**src/rtl/csr_ctx_bank_pkg.sv**
```systemverilog
// Shared constants for the NoobsCpu control/status register bank:
// default widths, register bit positions, write-select codes and helpers.
package csr_ctx_bank_pkg;

  localparam int CR_W_DEF      = 8;
  localparam int SR_W_DEF      = 8;
  localparam int CTX_DEPTH_DEF = 4;

  // Default sticky set: SR_STOVF and SR_ITRP latch events until software clears them.
  localparam logic [7:0] STICKY_MASK_DEF = 8'h12;

  // Status register bit positions
  localparam int SR_OVF   = 0;
  localparam int SR_STOVF = 1;
  localparam int SR_NZ    = 2;
  localparam int SR_Z     = 3;
  localparam int SR_ITRP  = 4;

  // Control register bit positions
  localparam int CR_BCZ      = 0;
  localparam int CR_BCNZ     = 1;
  localparam int CR_SPMSB_LO = 2;
  localparam int CR_SPMSB_HI = 4;

  // Software write target select
  localparam logic SEL_CR = 1'b0;
  localparam logic SEL_SR = 1'b1;

  function automatic int max_w(input int a, input int b);
    return (a > b) ? a : b;
  endfunction

  // Index width for a storage array of the given depth (at least one bit).
  function automatic int idx_w(input int depth);
    return (depth > 1) ? $clog2(depth) : 1;
  endfunction

endpackage

```
**src/rtl/csr_ctx_bank_if.sv**
```systemverilog
// Bus bundle between the CPU datapath (master) and the CSR bank (slave):
// HW flag updates, SW register writes, context push/pop and register readback.
interface csr_ctx_bank_if
  import csr_ctx_bank_pkg::*;
#(
  parameter int CR_W      = CR_W_DEF,
  parameter int SR_W      = SR_W_DEF,
  parameter int CTX_DEPTH = CTX_DEPTH_DEF
);

  localparam int DW = max_w(CR_W, SR_W);
  localparam int LW = $clog2(CTX_DEPTH + 1);

  logic [SR_W-1:0] hw_sr_val;
  logic [SR_W-1:0] hw_sr_en;
  logic [CR_W-1:0] hw_cr_val;
  logic [CR_W-1:0] hw_cr_en;
  logic            sw_wr;
  logic            sw_sel;
  logic [DW-1:0]   sw_data;
  logic [DW-1:0]   sw_mask;
  logic            ctx_push;
  logic            ctx_pop;
  logic [CR_W-1:0] creg;
  logic [SR_W-1:0] sreg;
  logic [LW-1:0]   ctx_level;
  logic            ctx_full;
  logic            ctx_empty;
  logic            ctx_err;

  modport master (
    output hw_sr_val, hw_sr_en, hw_cr_val, hw_cr_en,
    output sw_wr, sw_sel, sw_data, sw_mask, ctx_push, ctx_pop,
    input  creg, sreg, ctx_level, ctx_full, ctx_empty, ctx_err
  );

  modport slave (
    input  hw_sr_val, hw_sr_en, hw_cr_val, hw_cr_en,
    input  sw_wr, sw_sel, sw_data, sw_mask, ctx_push, ctx_pop,
    output creg, sreg, ctx_level, ctx_full, ctx_empty, ctx_err
  );

endinterface

```
**src/rtl/csr_ctx_bank_ctx_stack.sv**
```systemverilog
// LIFO context stack: DEPTH entries of {CR,SR}, occupancy counter with
// saturation at 0/DEPTH, and a sticky error flag for overflow, underflow
// and push/pop collisions. The top-of-stack entry is read combinationally
// so a return can restore the registers on the same edge.
module csr_ctx_bank_ctx_stack
  import csr_ctx_bank_pkg::*;
#(
  parameter int W     = 16,
  parameter int DEPTH = 4
) (
  input  logic                       clk,
  input  logic                       reset,
  input  logic                       i_push,
  input  logic                       i_pop,
  input  logic [W-1:0]               i_push_data,
  output logic [W-1:0]               o_pop_data,
  output logic                       o_pop_ok,
  output logic [$clog2(DEPTH+1)-1:0] o_level,
  output logic                       o_full,
  output logic                       o_empty,
  output logic                       o_err
);

  localparam int LW = $clog2(DEPTH + 1);
  localparam int IW = idx_w(DEPTH);

  logic [W-1:0]  r_mem [DEPTH];
  logic [LW-1:0] r_level;
  logic          r_err;
  logic          w_push_ok;
  logic          w_err_evt;
  logic [IW-1:0] w_wr_idx;
  logic [IW-1:0] w_rd_idx;

  assign o_full    = (r_level == LW'(DEPTH));
  assign o_empty   = (r_level == '0);
  assign w_push_ok = i_push & ~i_pop & ~o_full;
  assign o_pop_ok  = i_pop & ~i_push & ~o_empty;
  // Dropped requests (collision, push at full, pop at empty) all flag an error.
  assign w_err_evt = (i_push & i_pop) | (i_push & o_full) | (i_pop & o_empty);

  // Index is only used for writes when not full and reads when not empty,
  // so truncating the level to the array index width is safe.
  assign w_wr_idx   = IW'(r_level);
  assign w_rd_idx   = IW'(r_level - LW'(1));
  assign o_pop_data = r_mem[w_rd_idx];
  assign o_level    = r_level;
  assign o_err      = r_err;

  // Occupancy counter and sticky error flag.
  always_ff @(posedge clk) begin
    if (reset) begin
      r_level <= '0;
      r_err   <= 1'b0;
    end else begin
      if (w_push_ok) begin
        r_level <= r_level + LW'(1);
      end else if (o_pop_ok) begin
        r_level <= r_level - LW'(1);
      end
      if (w_err_evt) begin
        r_err <= 1'b1;
      end
    end
  end

  // Stack storage; contents survive reset, only the level is cleared.
  always_ff @(posedge clk) begin
    if (!reset && w_push_ok) begin
      r_mem[w_wr_idx] <= i_push_data;
    end
  end

endmodule

```
**src/rtl/csr_ctx_bank.sv**
```systemverilog
// NoobsCpu CSR bank: CR/SR registers with per-bit HW updates, masked SW
// writes, write-1-to-clear sticky status bits and a context stack for
// interrupt/trap entry and return.
// Build option CSR_BYPASS_EN: creg/sreg show the combinational next state
// (same-cycle forwarding for the branch unit); otherwise they are registered.
module csr_ctx_bank
  import csr_ctx_bank_pkg::*;
#(
  parameter int              CR_W        = CR_W_DEF,
  parameter int              SR_W        = SR_W_DEF,
  parameter int              CTX_DEPTH   = CTX_DEPTH_DEF,
  parameter logic [SR_W-1:0] STICKY_MASK = SR_W'(STICKY_MASK_DEF)
) (
  input  logic          clk,
  input  logic          reset,
  csr_ctx_bank_if.slave bus
);

  logic [CR_W-1:0]      r_cr;
  logic [SR_W-1:0]      r_sr;
  logic [CR_W-1:0]      w_cr_swm;
  logic [SR_W-1:0]      w_sr_swm;
  logic [CR_W-1:0]      w_cr_norm;
  logic [SR_W-1:0]      w_sr_norm;
  logic [CR_W-1:0]      w_cr_next;
  logic [SR_W-1:0]      w_sr_next;
  logic [SR_W-1:0]      w_sticky_set;
  logic [CR_W+SR_W-1:0] w_pop_data;
  logic                 w_pop_ok;

  // Effective per-bit write masks; bits above the target width are ignored.
  assign w_cr_swm = (bus.sw_wr && bus.sw_sel == SEL_CR) ? bus.sw_mask[CR_W-1:0] : '0;
  assign w_sr_swm = (bus.sw_wr && bus.sw_sel == SEL_SR) ? bus.sw_mask[SR_W-1:0] : '0;
  assign w_sticky_set = STICKY_MASK & bus.hw_sr_en & bus.hw_sr_val;

  genvar gi;

  // CR: software write has priority over hardware update.
  for (gi = 0; gi < CR_W; gi++) begin : g_cr
    assign w_cr_norm[gi] = w_cr_swm[gi]       ? bus.sw_data[gi]   :
                           bus.hw_cr_en[gi]   ? bus.hw_cr_val[gi] : r_cr[gi];
  end

  // SR: hardware wins on plain bits; sticky bits are set by HW 1 and cleared
  // by SW write-1, with a same-cycle HW set beating the clear.
  for (gi = 0; gi < SR_W; gi++) begin : g_sr
    if (STICKY_MASK[gi]) begin : g_sticky
      assign w_sr_norm[gi] = (r_sr[gi] & ~(w_sr_swm[gi] & bus.sw_data[gi])) |
                             w_sticky_set[gi];
    end else begin : g_plain
      assign w_sr_norm[gi] = bus.hw_sr_en[gi] ? bus.hw_sr_val[gi] :
                             w_sr_swm[gi]     ? bus.sw_data[gi]   : r_sr[gi];
    end
  end

  csr_ctx_bank_ctx_stack #(
    .W     (CR_W + SR_W),
    .DEPTH (CTX_DEPTH)
  ) u_stack (
    .clk         (clk),
    .reset       (reset),
    .i_push      (bus.ctx_push),
    .i_pop       (bus.ctx_pop),
    .i_push_data ({r_cr, r_sr}),
    .o_pop_data  (w_pop_data),
    .o_pop_ok    (w_pop_ok),
    .o_level     (bus.ctx_level),
    .o_full      (bus.ctx_full),
    .o_empty     (bus.ctx_empty),
    .o_err       (bus.ctx_err)
  );

  // Next-state select: reset, then context restore (sticky events still merged), then normal merge.
  always_comb begin
    w_cr_next = w_cr_norm;
    w_sr_next = w_sr_norm;
    if (reset) begin
      w_cr_next = '0;
      w_sr_next = '0;
    end else if (w_pop_ok) begin
      w_cr_next = w_pop_data[CR_W+SR_W-1:SR_W];
      w_sr_next = w_pop_data[SR_W-1:0] | w_sticky_set;
    end
  end

  // CR/SR state registers.
  always_ff @(posedge clk) begin
    if (reset) begin
      r_cr <= '0;
      r_sr <= '0;
    end else begin
      r_cr <= w_cr_next;
      r_sr <= w_sr_next;
    end
  end

`ifdef CSR_BYPASS_EN
  assign bus.creg = w_cr_next;
  assign bus.sreg = w_sr_next;
`else
  assign bus.creg = r_cr;
  assign bus.sreg = r_sr;
`endif

endmodule

```
**src/flat_wrapper.sv**
```systemverilog
// flat-port wrapper written by rule: the top's interface ports become plain ports
module csr_ctx_bank_flat import csr_ctx_bank_pkg::*;
#(
  parameter int              CR_W        = CR_W_DEF,
  parameter int              SR_W        = SR_W_DEF,
  parameter int              CTX_DEPTH   = CTX_DEPTH_DEF,
  parameter logic [SR_W-1:0] STICKY_MASK = SR_W'(STICKY_MASK_DEF)
)
  (clk, reset, bus_hw_sr_val, bus_hw_sr_en, bus_hw_cr_val, bus_hw_cr_en, bus_sw_wr, bus_sw_sel, bus_sw_data, bus_sw_mask, bus_ctx_push, bus_ctx_pop, bus_creg, bus_sreg, bus_ctx_level, bus_ctx_full, bus_ctx_empty, bus_ctx_err);
  csr_ctx_bank_if #(.CR_W(CR_W), .SR_W(SR_W), .CTX_DEPTH(CTX_DEPTH)) bus_i ();
  input  logic clk;
  input  logic reset;
  input wire logic [$bits(bus_i.hw_sr_val)-1:0] bus_hw_sr_val;
  input wire logic [$bits(bus_i.hw_sr_en)-1:0] bus_hw_sr_en;
  input wire logic [$bits(bus_i.hw_cr_val)-1:0] bus_hw_cr_val;
  input wire logic [$bits(bus_i.hw_cr_en)-1:0] bus_hw_cr_en;
  input wire logic [$bits(bus_i.sw_wr)-1:0] bus_sw_wr;
  input wire logic [$bits(bus_i.sw_sel)-1:0] bus_sw_sel;
  input wire logic [$bits(bus_i.sw_data)-1:0] bus_sw_data;
  input wire logic [$bits(bus_i.sw_mask)-1:0] bus_sw_mask;
  input wire logic [$bits(bus_i.ctx_push)-1:0] bus_ctx_push;
  input wire logic [$bits(bus_i.ctx_pop)-1:0] bus_ctx_pop;
  output wire logic [$bits(bus_i.creg)-1:0] bus_creg;
  output wire logic [$bits(bus_i.sreg)-1:0] bus_sreg;
  output wire logic [$bits(bus_i.ctx_level)-1:0] bus_ctx_level;
  output wire logic [$bits(bus_i.ctx_full)-1:0] bus_ctx_full;
  output wire logic [$bits(bus_i.ctx_empty)-1:0] bus_ctx_empty;
  output wire logic [$bits(bus_i.ctx_err)-1:0] bus_ctx_err;
  assign bus_i.hw_sr_val = bus_hw_sr_val;
  assign bus_i.hw_sr_en = bus_hw_sr_en;
  assign bus_i.hw_cr_val = bus_hw_cr_val;
  assign bus_i.hw_cr_en = bus_hw_cr_en;
  assign bus_i.sw_wr = bus_sw_wr;
  assign bus_i.sw_sel = bus_sw_sel;
  assign bus_i.sw_data = bus_sw_data;
  assign bus_i.sw_mask = bus_sw_mask;
  assign bus_i.ctx_push = bus_ctx_push;
  assign bus_i.ctx_pop = bus_ctx_pop;
  assign bus_creg = bus_i.creg;
  assign bus_sreg = bus_i.sreg;
  assign bus_ctx_level = bus_i.ctx_level;
  assign bus_ctx_full = bus_i.ctx_full;
  assign bus_ctx_empty = bus_i.ctx_empty;
  assign bus_ctx_err = bus_i.ctx_err;
  csr_ctx_bank #(.CR_W(CR_W), .SR_W(SR_W), .CTX_DEPTH(CTX_DEPTH), .STICKY_MASK(STICKY_MASK)) u_core (.clk(clk), .reset(reset), .bus(bus_i));
endmodule
```
**config.mk**
```make
export PLATFORM = sky130hd
export DESIGN_NAME = csr_ctx_bank_flat
export DESIGN_NICKNAME = d
export VERILOG_FILES = /design/src/rtl/csr_ctx_bank_pkg.sv /design/src/rtl/csr_ctx_bank_if.sv /design/src/rtl/csr_ctx_bank_ctx_stack.sv /design/src/rtl/csr_ctx_bank.sv /design/src/flat_wrapper.sv
export SDC_FILE = /design/constraint.sdc
export NUM_CORES = 1
export LEC_CHECK = 0
export BUFFER_PORTS_ARGS = -buffer_cell sky130_fd_sc_hd__buf_4
export CAP_MARGIN = 20
export CORE_UTILIZATION = 42
export DETAILED_ROUTE_END_ITERATION = 6
export HOLD_SLACK_MARGIN = 0.1
export PLACE_DENSITY = 0.75
export SLEW_MARGIN = 20
export SYNTH_ARGS = -nofsm -noshare
export SYNTH_HDL_FRONTEND = slang
export SYNTH_SLANG_ARGS = --single-unit
```
**constraint.sdc**
```tcl
create_clock -name clk -period 3.1 [get_ports clk]
set_clock_uncertainty 0.05 [all_clocks]
set_input_delay 0.62 -clock clk [delete_from_list [all_inputs] [get_ports clk]]
set_output_delay 0.62 -clock clk [all_outputs]
set_load 0.01 [all_outputs]
```
; Yosys cells after proc, flatten, opt, wreduce, memory -nomap -nowiden
; Memories as Yosys holds them, arrays and structs flattened.
; Index checks and enable logic that the tools add are counted.
[classes]
muxes = 36
reduce_logical = 20
n_eq_ne = 1
n_addsub = 2
n_bitwise = 24
[op_table]
columns = cell, count
row1 = nonzero test 3 bit, 14
row2 = two-way mux 8 bit, 4
row3 = two-way mux 1 bit, 30
row4 = bitwise AND 1 bit, 11
row5 = bitwise AND 5 x 8 -> 8 bit, 1
row6 = bitwise OR 8 bit, 1
row7 = inverter 1 bit, 7
row8 = two-way mux 3 bit, 2
row9 = bitwise OR 1 bit, 4
row10 = "adder 3 x 1 -> 3 bit, second input constant", 1
row11 = "equality test 3 bit, second input constant", 1
row12 = logical AND 1 bit, 3
row13 = zero test 3 bit, 1
row14 = "subtractor 3 x 1 -> 3 bit, second input constant", 1
row15 = nonzero test 2 bit, 1
row16 = zero test 1 bit, 1
[word_totals]
mem_count = 1
mem_bits_rw = 64
out_inout_bits = 22
wordCells = 101
register_bits = 20
[memory_table]
columns = name, words, width, read_ports, rd_ports_with_merged_regs, write_ports, line
row1 = u_core.u_stack.r_mem, 4, 16, 1, 0, 1, csr_ctx_bank_ctx_stack.sv:27  ; logic [W-1:0] r_mem [DEPTH];

; Longest topological paths before layout
[depth]
word_depth = 7
depth_mapped = 10

; Hierarchy
; From an unflattened synthesis, not the netlist that was laid out.
[unflattened]
cells_unflattened = 230
hier_area_um2 = 3642.2
[by_module_without_submodules]
columns = mod, cells_per_inst, area_per_inst_um2, seq_area_each_um2, instances
row1 = csr_ctx_bank_ctx_stack, 119, 2638.8, 2001.9, 1
row2 = csr_ctx_bank, 111, 1003.5, 320.3, 1

; Worst setup path before layout
; No wires, ideal clock.
[synth_timing]
path_kind = flip-flop to flip-flop
startpoint = reg u_core.u_stack.r_level[0], in the netlist u_core.u_stack.o_level[0]
endpoint = mem u_core.u_stack.r_mem[3][0] (enable)
synth_period_minus_slack_ns = 2.247
t_required_ns = 2.676
path_buffers = 2
setup_slack_ns = 0.853
setup_time_ns = 0.374
path_stages_with_launch = 9
arrival_ns = 1.823
path_cell_list = dfxtp_1 buf_6 buf_12 inv_1 ha_1 nand2_1 nand2_1 nor2_1 and2_1
[synth_between]
elab_chain_len = 6
[synth_lines]
columns = element, line
row1 = "start, declared", csr_ctx_bank_ctx_stack.sv:28  ; logic [LW-1:0] r_level;
row2 = "start signal, assigned", csr_ctx_bank_ctx_stack.sv:57  ; r_level <= r_level + LW'(1);
row3 = "start signal, assigned", csr_ctx_bank_ctx_stack.sv:59  ; r_level <= r_level - LW'(1);
row4 = equality test 3 bit, csr_ctx_bank_ctx_stack.sv:35  ; assign o_full = (r_level == LW'(DEPTH));
row5 = inverter 1 bit, csr_ctx_bank_ctx_stack.sv:37  ; assign w_push_ok = i_push & ~i_pop & ~o_full;
row6 = bitwise AND 1 bit, csr_ctx_bank_ctx_stack.sv:37
row7 = logical AND 1 bit, csr_ctx_bank_ctx_stack.sv:69  ; if (!reset && w_push_ok) begin
row8 = two-way mux 1 bit, csr_ctx_bank_ctx_stack.sv:69
row9 = two-way mux 1 bit (not written as such), csr_ctx_bank_ctx_stack.sv:70  ; r_mem[w_wr_idx] <= i_push_data;
row10 = "end, declared", csr_ctx_bank_ctx_stack.sv:27
; Parallel ways exist; a longest one is shown, timed or not.

; Worst setup path in the final report
[layout_timing]
startpoint = reg u_core.u_stack.r_level[1], in the netlist u_core.u_stack.o_level[1]
endpoint = reg u_core.r_cr[1], in the netlist u_core.bus.creg[1]
[layout_between]
elab_chain_len = 4
elab_cells_between_ends = 7
classes_between = add/sub: 1 / mux: 1 / bitwise: 2 / reduce/logical: 2 / memory: 1
[layout_lines]
columns = element, line
row1 = branches (longest 4 deep; another with memory read (4 x 16 bit)), --
row2 = "end signal, assigned", csr_ctx_bank.sv:92  ; r_cr <= w_cr_next;
row3 = "end, declared", csr_ctx_bank.sv:19  ; logic [CR_W-1:0] r_cr;
; Parallel ways; which one is timed is not known.
; A chain may end at the register's enable or synchronous reset.

==> metrics.md <==
| Metric | Value |
|---|---|
| Worst hold path stage count | `2` |
| Highest-delay cell along the critical path | `or3b_4` |
| Number of distinct standard cells referenced by the synthesized netlist | `34` |
| Maximum frequency from static timing analysis | `0.455 GHz` |
| Count of placed standard cells in the final layout, fillers left out | `424` |
| Sw Ratio | `0.255` |
| Static Leak | `1.66 nW` |
| Overall die area | `8840 um^2` |
| Reg2Reg Depth | `6` |
| Most used flip-flop cell after synthesis | `edfxtp_1` |
| Last weighted congestion value of the routability-driven placer | `0.781` |
| Post-DR wirelength/cell | `18.2 um` |
| Critical Path Start Type | `flop` |
| Per-instance average area after synthesis | `15.5 um^2` |
| Clock group share of total power | `0.323` |
| Deepest level of the CTS H-tree | `3` |
| Largest fanout on the critical path | `8` |
| Max-capacitance violation count | `0` |
| Number of iterations in the first detailed-routing pass | `4` |
| Relative contribution of combinational cells to total power | `0.175` |
| Mapped cell area | `3560 um^2` |
| Relative contribution of sequential cells to total power | `0.502` |
| Routed WL | `7.72 mm` |
| CTS Root Cell | `clkbuf_8` |
| Post-cts sizing count | `0` |
| Number of I/O port buffers | `75` |
| Final count of pins violating max slew | `0` |
| Worst slew pin tran | `0.507 ns` |
| Commonest non-fill, non-tap cell in the layout | `buf_4` |
| Power per Cell Area | `597 nW/um^2` |
| Dpl hpwl | `5.17 mm` |
| Final antenna-violating net count | `0` |
| Net count reported at finish | `374` |
| Area of combinational cells with multiple inputs | `1140 um^2` |
| Summed negative setup slack over all endpoints | `0 ns` |
| RR Endpoint | `u_core.bus.creg[1]` |
| Setup Fix Bufs, Post-CTS | `0` |
| Ant diodes | `0` |
| Starting DRC count in detailed routing | `118` |
| Clock sink count | `84` |
| Total gr overflow | `0` |
| Hold Path Origin | `u_core.u_stack.o_err` |
| Max Buffers Root-to-Sink | `2` |
| Synth Net Count | `290` |
| Clock latency on the worst-skew pair | `0.36 ns` |
| Max incr delay on CP | `0.46 ns` |
| Post-Route Utilization | `0.542` |
| Fillers | `651` |
| Hold bufs inserted after CTS | `0` |
| Worst EP arrival | `2.37 ns` |
| Async set-or-reset flop fraction in the synthesized netlist | `0` |
| Flip-flop and latch count after synthesis | `84` |
| Number of enable-type register cells in the synthesized netlist | `64` |
| Final Hold Vio Count | `0` |
| Number of placement rows | `33` |
| Via count | `2,303` |
| Crit path cell chain | `inv_1 -> ha_1 -> ha_1 -> or3b_4 -> nand2b_1 -> o21ai_0` |
| Net Sw Power | `0.677 mW` |
| Core footprint | `8220 um^2` |
| Endpoint with the worst hold slack | `u_core.u_stack.o_err` |
| Pre-CTS setup slack | `0.928 ns` |
| Relative max-transition margin | `0.662` |
| Worst setup path category | `reg2reg` |
| Clock-pin slew on the worst setup and hold paths | `0.09 ns` |
| DRC violation count after routing | `0` |
| Warnings, synthesis | `0` |
| Die Height | `94.0 um` |
| Sequential area share after synthesis | `0.653` |
| P_int | `1.98 mW` |
| Cell count after synthesis | `230` |
| R2r startpoint | `u_core.u_stack.o_level[1]` |
| Routed vias/inst | `5.43` |
| Clock tree from TritonCTS | `built` |
| Die Width | `94.0 um` |
| Initial standard-cell utilization of the core | `0.433` |
| Wire length of the first global-routing pass | `11.6 mm` |
| Path class of the lowest-slack min-delay path | `reg2reg` |
| Setup repair after global routing missed its margin | `false` |
| Relative area change from synthesis to final layout | `25.1%` |
| Crit path time final | `2.20 ns` |
| Worst-case register-to-register setup slack | `0.90 ns` |
| Number of endpoints failing setup at the final stage | `0` |
| Critical Path Most Common Cell | `ha_1` |
| Ratio of final minimum period to clock period | `0.709` |
| Initial antenna violation count | `0` |
| Leading cell types in the layout, fill and taps excluded | `83 x buf_4, 64 x edfxtp_1, 20 x dfxtp_1` |
| Number of placed cells counting well taps | `408` |
| Hold_ws | `0.432 ns` |
| Overall track demand over capacity in global routing | `0.187` |
| Outcome | `complete, no violations` |
| Num CTS Buffers | `9` |
| Footprint of the flip-flops and latches | `2320 um^2` |
| Maximum number of pins on one net before global-route repair | `20` |
| Worst Slack Setup Final | `0.901 ns` |
| Number of global-route vias before repair | `2,232` |
| Required time reported for the critical path endpoint | `3.27 ns` |
| Top Ports | `76` |
| Kind of capture point of the worst setup path | `flop` |
| Worst IR Drop VDD | `0.000226 V` |
| Fraction of final layout cells with drive strength greater than 1 | `0.357` |
logic make-up after synthesis:
kind of cell | Yosys count | synth area share
buffers and inverters | 14 | 0.0281
AOI/OAI and AO/OA | 55 | 0.101
adders and majority gates | 6 | 0.0211
DFF | 84 | 0.653
and+or+nand+nor | 46 | 0.0658
muxes | 24 | 0.129
xor gates and xnor gates | 1 | 0.00246
flip-flops by register name (all words and copies together) (netlist names):
register,cells
u_core.u_stack.o_level,3
u_core.u_stack.o_err,1
u_core.u_stack.r_mem,64
u_core.bus.creg,8
u_core.bus.sreg,8
worst max-delay path by stage:
stage,from,endpoint,slack [ns],cells after the start
after floorplan,u_core.u_stack.o_level[0],u_core.u_stack.r_mem[3][0],0.85,8
after global placement,u_core.u_stack.o_level[1],u_core.bus.creg[1],0.96,6
after detailed placement,u_core.u_stack.o_level[1],u_core.bus.creg[5],0.93,6
after CTS,u_core.u_stack.o_level[1],u_core.bus.creg[1],0.90,6
after global routing,u_core.u_stack.o_level[1],u_core.bus.sreg[5],0.75,7
final,u_core.u_stack.o_level[1],u_core.bus.creg[1],0.90,6
synth_stat cells, types with 2 or more instances:
master / instances / area share
a21boi_0: 6 / 0.013
a21oi_1: 15 / 0.021
a22oi_1: 2 / 0.0042
a311oi_1: 6 / 0.015
a31oi_1: 12 / 0.021
and2_1: 4 / 0.0070
buf_2: 3 / 0.0042
buf_6: 3 / 0.0095
dfxtp_1: 20 / 0.11
edfxtp_1: 64 / 0.54
ha_1: 6 / 0.021
inv_1: 4 / 0.0042
mux2i_1: 8 / 0.023
mux4_1: 5 / 0.037
mux4_2: 11 / 0.070
nand2_1: 19 / 0.020
nand3_1: 3 / 0.0042
nor2_1: 7 / 0.0074
nor2b_1: 7 / 0.012
o21ai_0: 3 / 0.0042
o21ai_1: 4 / 0.0056
o41ai_1: 6 / 0.015
power groups by stage:
stage | logic [mW] | clock network (mW) | registers [mW]
floorplan | 0.275 | 0 | 1.36
global placement | 0.458 | 0 | 1.36
detailed placement | 0.468 | 0 | 1.36
CTS | 0.469 | 0.873 | 1.33
global route | 0.505 | 0.910 | 1.34
finish | 0.465 | 0.859 | 1.33
metrics by stage:
step	total power, mW	instance area, um^2
3_5_place_dp	1.83	4230
6_report	2.66	4450
3_3_place_gp	1.81	4230
5_1_grt	2.76	4450
2_1_floorplan	1.63	3560
4_1_cts	2.68	4450
worst max-delay path: cells and delay by family (launching register included):
family	cells	cell delay, ns
AO/OA/AOI/OAI	1	0.17
buffers and inverters	1	0.11
adder cells (fa/ha/maj)	2	0.45
flip-flops	1	0.42
AND/OR/NAND/NOR	2	0.86
final cells by class:
type / count / area share
Sequential cell: 84 / 0.522
Timing Repair Buffer: 83 / 0.140
Tap cell: 105 / 0.0295
Inverter: 4 / 0.00337
Clock inverter: 7 / 0.0222
Multi-Input combinational cell: 132 / 0.255
Clock buffer: 9 / 0.0278
layer usage:
metal / GRT usage / vias to the layer above / routed length [um]
li1: - / 1083 / -
met2: 0.309 / 76 / 3940
met4: 0.0949 / 0 / 144
met3: 0.0332 / 10 / 406
met5: 0 / - / 0
met1: 0.236 / 1134 / 3230
Power figures use the tool's default switching activity.
